$ cat config.mk
export PLATFORM = sky130hd
export DESIGN_NAME = address_range_walker
export DESIGN_NICKNAME = d
export VERILOG_FILES = /design/src/rtl/address_range_walker.sv
export SDC_FILE = /design/constraint.sdc
export NUM_CORES = 1
export LEC_CHECK = 0
export BUFFER_PORTS_ARGS = -buffer_cell sky130_fd_sc_hd__buf_4
export CAP_MARGIN = 10
export CORE_MARGIN = 2
export CORE_UTILIZATION = 45
export CTS_CLUSTER_DIAMETER = 60
export DETAILED_ROUTE_END_ITERATION = 16
export GPL_ROUTABILITY_DRIVEN = 0
export PLACE_DENSITY_LB_ADDON = 0.15
export SLEW_MARGIN = 30
export SYNTH_ARGS = -nofsm -noshare
export SYNTH_HDL_FRONTEND = slang
export SYNTH_SLANG_ARGS = --single-unit
$ cat constraint.sdc
create_clock -name clock -period 2.4 [get_ports clock]
set_clock_uncertainty 0.2 [all_clocks]
set_input_delay 0.24 -clock clock [delete_from_list [all_inputs] [get_ports clock]]
set_output_delay 0.24 -clock clock [all_outputs]
set_load 0.005 [all_outputs]
$ cat src/rtl/address_range_walker.sv
// Streams raw addresses (ADDR_BASE + index) mod 2**ADDR_WIDTH for {start, length} index-range commands.
// Optional descending sweeps are enabled by defining ADDRESS_WALKER_DESCEND_EN (adds input cmd_descend).
module address_range_walker #(
   parameter int unsigned ADDR_WIDTH  = 10,
   parameter int unsigned ADDR_BASE   = 0,
   parameter int unsigned ADDR_COUNT  = 1,
   parameter int unsigned INDEX_WIDTH = 4
) (
   input  logic                   clock,
   input  logic                   reset_n,
   input  logic                   cmd_valid,
   output logic                   cmd_ready,
   input  logic [INDEX_WIDTH-1:0] cmd_start_index,
   input  logic [INDEX_WIDTH:0]   cmd_length,
`ifdef ADDRESS_WALKER_DESCEND_EN
   input  logic                   cmd_descend,
`endif
   output logic                   cmd_error,
   output logic                   out_valid,
   input  logic                   out_ready,
   output logic [ADDR_WIDTH-1:0]  out_address,
   output logic [INDEX_WIDTH-1:0] out_index,
   output logic                   out_last,
   output logic                   busy
);

   localparam int unsigned SUM_WIDTH = ADDR_WIDTH + INDEX_WIDTH;
   localparam logic [ADDR_WIDTH-1:0]  BASE_TRUNC = ADDR_WIDTH'(ADDR_BASE);
   localparam logic [INDEX_WIDTH-1:0] LAST_IDX   = INDEX_WIDTH'(ADDR_COUNT - 1);
   localparam logic [INDEX_WIDTH:0]   COUNT_EXT  = (INDEX_WIDTH + 1)'(ADDR_COUNT);
   localparam logic [INDEX_WIDTH:0]   LEN_ONE    = (INDEX_WIDTH + 1)'(1);
   localparam logic [INDEX_WIDTH:0]   LEN_TWO    = (INDEX_WIDTH + 1)'(2);

   typedef enum logic {
      ST_IDLE = 1'b0,
      ST_RUN  = 1'b1
   } state_t;

   state_t                 state_q;
   logic                   cmdError_q;
   logic                   outValid_q;
   logic                   outLast_q;
   logic [ADDR_WIDTH-1:0]  outAddress_q;
   logic [INDEX_WIDTH-1:0] outIndex_q;
   logic [INDEX_WIDTH:0]   remaining_q;
   logic [INDEX_WIDTH-1:0] nextIndex_d;
   logic                   startIllegal;
`ifdef ADDRESS_WALKER_DESCEND_EN
   logic                   descend_q;
`endif

   // Sum is formed wide enough for both operands, then truncated to give the raw wrap-around.
   function automatic logic [ADDR_WIDTH-1:0] addrOf(input logic [INDEX_WIDTH-1:0] idx);
      logic [SUM_WIDTH-1:0] wide;
      wide = SUM_WIDTH'(BASE_TRUNC) + SUM_WIDTH'(idx);
      return wide[ADDR_WIDTH-1:0];
   endfunction

   assign startIllegal = ({1'b0, cmd_start_index} >= COUNT_EXT);

   always_comb begin
      nextIndex_d = (outIndex_q == LAST_IDX) ? '0 : outIndex_q + INDEX_WIDTH'(1);
`ifdef ADDRESS_WALKER_DESCEND_EN
      if (descend_q) begin
         nextIndex_d = (outIndex_q == '0) ? LAST_IDX : outIndex_q - INDEX_WIDTH'(1);
      end
`endif
   end

   always_ff @(posedge clock or negedge reset_n) begin
      if (!reset_n) begin
         state_q      <= ST_IDLE;
         cmdError_q   <= 1'b0;
         outValid_q   <= 1'b0;
         outLast_q    <= 1'b0;
         outAddress_q <= '0;
         outIndex_q   <= '0;
         remaining_q  <= '0;
`ifdef ADDRESS_WALKER_DESCEND_EN
         descend_q    <= 1'b0;
`endif
      end else begin
         cmdError_q <= 1'b0;
         case (state_q)
            ST_IDLE: begin
               if (cmd_valid) begin
                  if (startIllegal) begin
                     cmdError_q <= 1'b1;
                  end else if (cmd_length != '0) begin
                     state_q      <= ST_RUN;
                     outValid_q   <= 1'b1;
                     outIndex_q   <= cmd_start_index;
                     outAddress_q <= addrOf(cmd_start_index);
                     outLast_q    <= (cmd_length == LEN_ONE);
                     remaining_q  <= cmd_length;
`ifdef ADDRESS_WALKER_DESCEND_EN
                     descend_q    <= cmd_descend;
`endif
                  end
               end
            end
            ST_RUN: begin
               // Outputs only move on a transfer, so a stalled beat stays stable.
               if (out_ready) begin
                  if (outLast_q) begin
                     state_q    <= ST_IDLE;
                     outValid_q <= 1'b0;
                     outLast_q  <= 1'b0;
                  end else begin
                     outIndex_q   <= nextIndex_d;
                     outAddress_q <= addrOf(nextIndex_d);
                     remaining_q  <= remaining_q - LEN_ONE;
                     outLast_q    <= (remaining_q == LEN_TWO);
                  end
               end
            end
            default: begin
               state_q <= ST_IDLE;
            end
         endcase
      end
   end

   assign cmd_ready   = (state_q == ST_IDLE);
   assign busy        = (state_q == ST_RUN);
   assign cmd_error   = cmdError_q;
   assign out_valid   = outValid_q;
   assign out_last    = outLast_q;
   assign out_address = outAddress_q;
   assign out_index   = outIndex_q;

endmodule

==> key figures <==
Worst setup path
  – CP startpoint kind: register
  – R2r setup slk: 0.48 ns
  – Critical path's slowest cell: or4_4
  – Critical Path End Type: register
  – Crit Path Max Fanout: 12
  – CP bufs+invs: 0
  – Worst r2r src: busy
  – Delay-heaviest family, CP: simple AND/OR/NAND/NOR gates
  – Critical Path AT: 1.89 ns
  – Reg2reg path depth: 3
  – CP cell instances: or4_4 -> o21ai_4 -> mux2_4
  – Worst reg2reg path endpoint: out_address[0]
  – Crit Path Category: register to register
  – Crit path largest cell delay: 0.62 ns
  – Worst EP required: 2.37 ns
  – Worst Setup SP: busy

Synthesis
  – Yosys cell types: 35
  – Ys flop type: dfrtp_1
  – Post-Synthesis Cells: 94
  – Synthesized cell area: 908 µm²
  – #FFs+latches synth: 13
  – Synth Area per Inst: 9.66 µm²
  – Synth top area share: 0.358
  – Async S/R FF share, synth: 1.00
  – Top post-synthesis cells by count: 13 x dfrtp_1, 10 x buf_4, 7 x inv_1
  – Most common cell in the netlist: dfrtp_1
  – Warnings from Yosys: 0
  – Top cells by area, synth: dfrtp_1 36%, buf_4 8.3%, ha_1 5.5%
  – Post-synthesis sequential area ratio: 0.358
  – Area leader, netlist: dfrtp_1
  – Post-synth EDFFs: 0

Finish
  – Finished Layout Cells: 145
  – Final-layout fill cell count: 180
  – Syn-to-layout area delta: 22.0%
  – Utilization after layout: 0.571
  – # diodes: 0
  – Fin nets: 136
  – Layout cells sized above 1: 0.347

Placement
  – Dpl hpwl: 1.42 mm
  – Pre-CTS setup slack: 0.403 ns
  – Dpl cells: 140
  – IO Port Bufs: 25

STA
  – Setup ws final: 0.480 ns
  – Period utilization: 0.800
  – Fmax: 521 MHz
  – Setup_tns: 0 ns
  – Final hold vios: 0
  – Final setup violation count: 0
  – Unrepaired setup endpoints after global routing: no
  – Max-slew violation count: 0
  – Min Tclk post-route: 1.92 ns

Power
  – Peak VDD IR: 0.486 mV
  – P_leak: 0.545 nW
  – Pwr dens: 917 nW/µm²

Floorplanning
  – Die ar.: 2390 µm²
  – Die X: 48.9 µm
  – Ports: 32
  – Die height: 48.9 µm
  – Starting density of the core: 0.468
  – FP Rows: 16
  – Core area: 1940 µm²

Global routing
  – Number of global-route vias before repair: 703
  – Tot GR Track Use: 0.163
  – First-pass GRT wire length: 3.10 mm
  – Initial antenna violation count: 0
  – Pin count of the biggest net entering global routing: 14
  – GRT overflow: 0

Run
  – Maxcap violations: 0

Clock tree
  – Number of clock sinks: 13
  – CTS Root Cell: clkbuf_4
  – CTS H-tree lvls: 1
  – PostCTS Resize Cnt: 0
  – CTS buffer count: 3
  – CTS clk-pin slew, worst paths: 0.09 ns
  – CTS tree: yes
  – CTS Buffer Depth: 2
  – Clk Latency, worst-skew pair: 0.28 ns

Route
  – Routed wire per std cell: 12.4 µm
  – Antenna viol nets, final: 0
  – DRC viols: 0
  – Vias: 753
  – Total routed wirelength: 1.79 mm
  – TritonRoute pass-1 iters: 4
  – Initial drt markers: 17
  – Vias/cell: 5.19

Worst hold path
  – Hold EP: remaining_q[2]
  – Hold Crit Depth: 2
  – Min-delay worst type: primary input to register
  – HP Start: cmd_length[2]

Run status
  – Status: finished clean
-- cells in the final DEF, fill, tap and decap left out, types with 3 or more instances in the layout --
cell type,instances
inv_1,7
o21ai_0,3
nand2b_1,3
nor2_1,4
buf_4,26
mux2i_1,4
a21oi_1,6
ha_1,4
conb_1,6
dfrtp_1,13
clkbuf_4,3
a21o_1,3
nor4_1,3
nand2_1,5
-- cells by family (layout without fill, tap and decap cells) --
group	after synthesis	after routing	synth area share
flip-flops	13	13	0.358
adder cells (fa/ha/maj)	4	4	0.0551
multiplexers	6	6	0.0730
other	1	6	0.00413
AND/OR/NAND/NOR	29	29	0.201
buffers and inverters	19	38	0.121
AO/OA/AOI/OAI	21	21	0.178
XOR/XNOR	1	1	0.00964
-- through the flow --
stage,hold slack [ns],power (mW),cell area (µm²)
2_1_floorplan,-0.256,0.718,927
3_3_place_gp,-0.103,0.871,1070
3_5_place_dp,-0.106,0.886,1070
4_1_cts,0.00156,1.03,1110
5_1_grt,0.00500,1.10,1110
6_report,0.00341,1.02,1110
-- routing by layer --
layer  global-route usage  vias to the layer above  share of wire
li1                     -                      368              -
met4               0.0571                        0          0.012
met1                0.215                      359           0.45
met2                0.274                       22           0.49
met3               0.0215                        4          0.049
met5                    0                        -              0
-- worst max path at each step --
stage / endpoint / cells after the start / slack (ns)
5_1_grt: out_address[0] / 3 / 0.43
6_report: out_address[0] / 3 / 0.48
4_1_cts: out_address[0] / 3 / 0.48
2_1_floorplan: out_address[0] / 4 / 0.57
3_5_place_dp: out_address[0] / 5 / 0.40
3_3_place_gp: out_address[0] / 5 / 0.41
-- layout make-up --
type | count | area [µm²] | area share
multi-input combinational | 67 | 492 | 0.444
tap | 27 | 33.8 | 0.0305
inverter | 7 | 26.3 | 0.0237
sequential | 13 | 325 | 0.293
clock buffer | 4 | 26.3 | 0.0237
timing repair buffer | 27 | 205 | 0.185
-- where the power goes --
group,internal [mW],switching [mW]
Clock,0.0644,0.0753
Combinational,0.268,0.187
Sequential,0.306,0.116
Total,0.638,0.379
-- state kept, by name (all words and copies together), names as in the netlist --
signal	count
busy	1
out_valid	1
out_last	1
out_address	4
remaining_q	5
cmd_error	1
-- timing repair --
action	in CTS	in global routing
endpoints found under the hold margin	13	0
buffers inserted	0	0
hold buffers	1	0
Note: power is estimated with default switching activity, not from simulation.
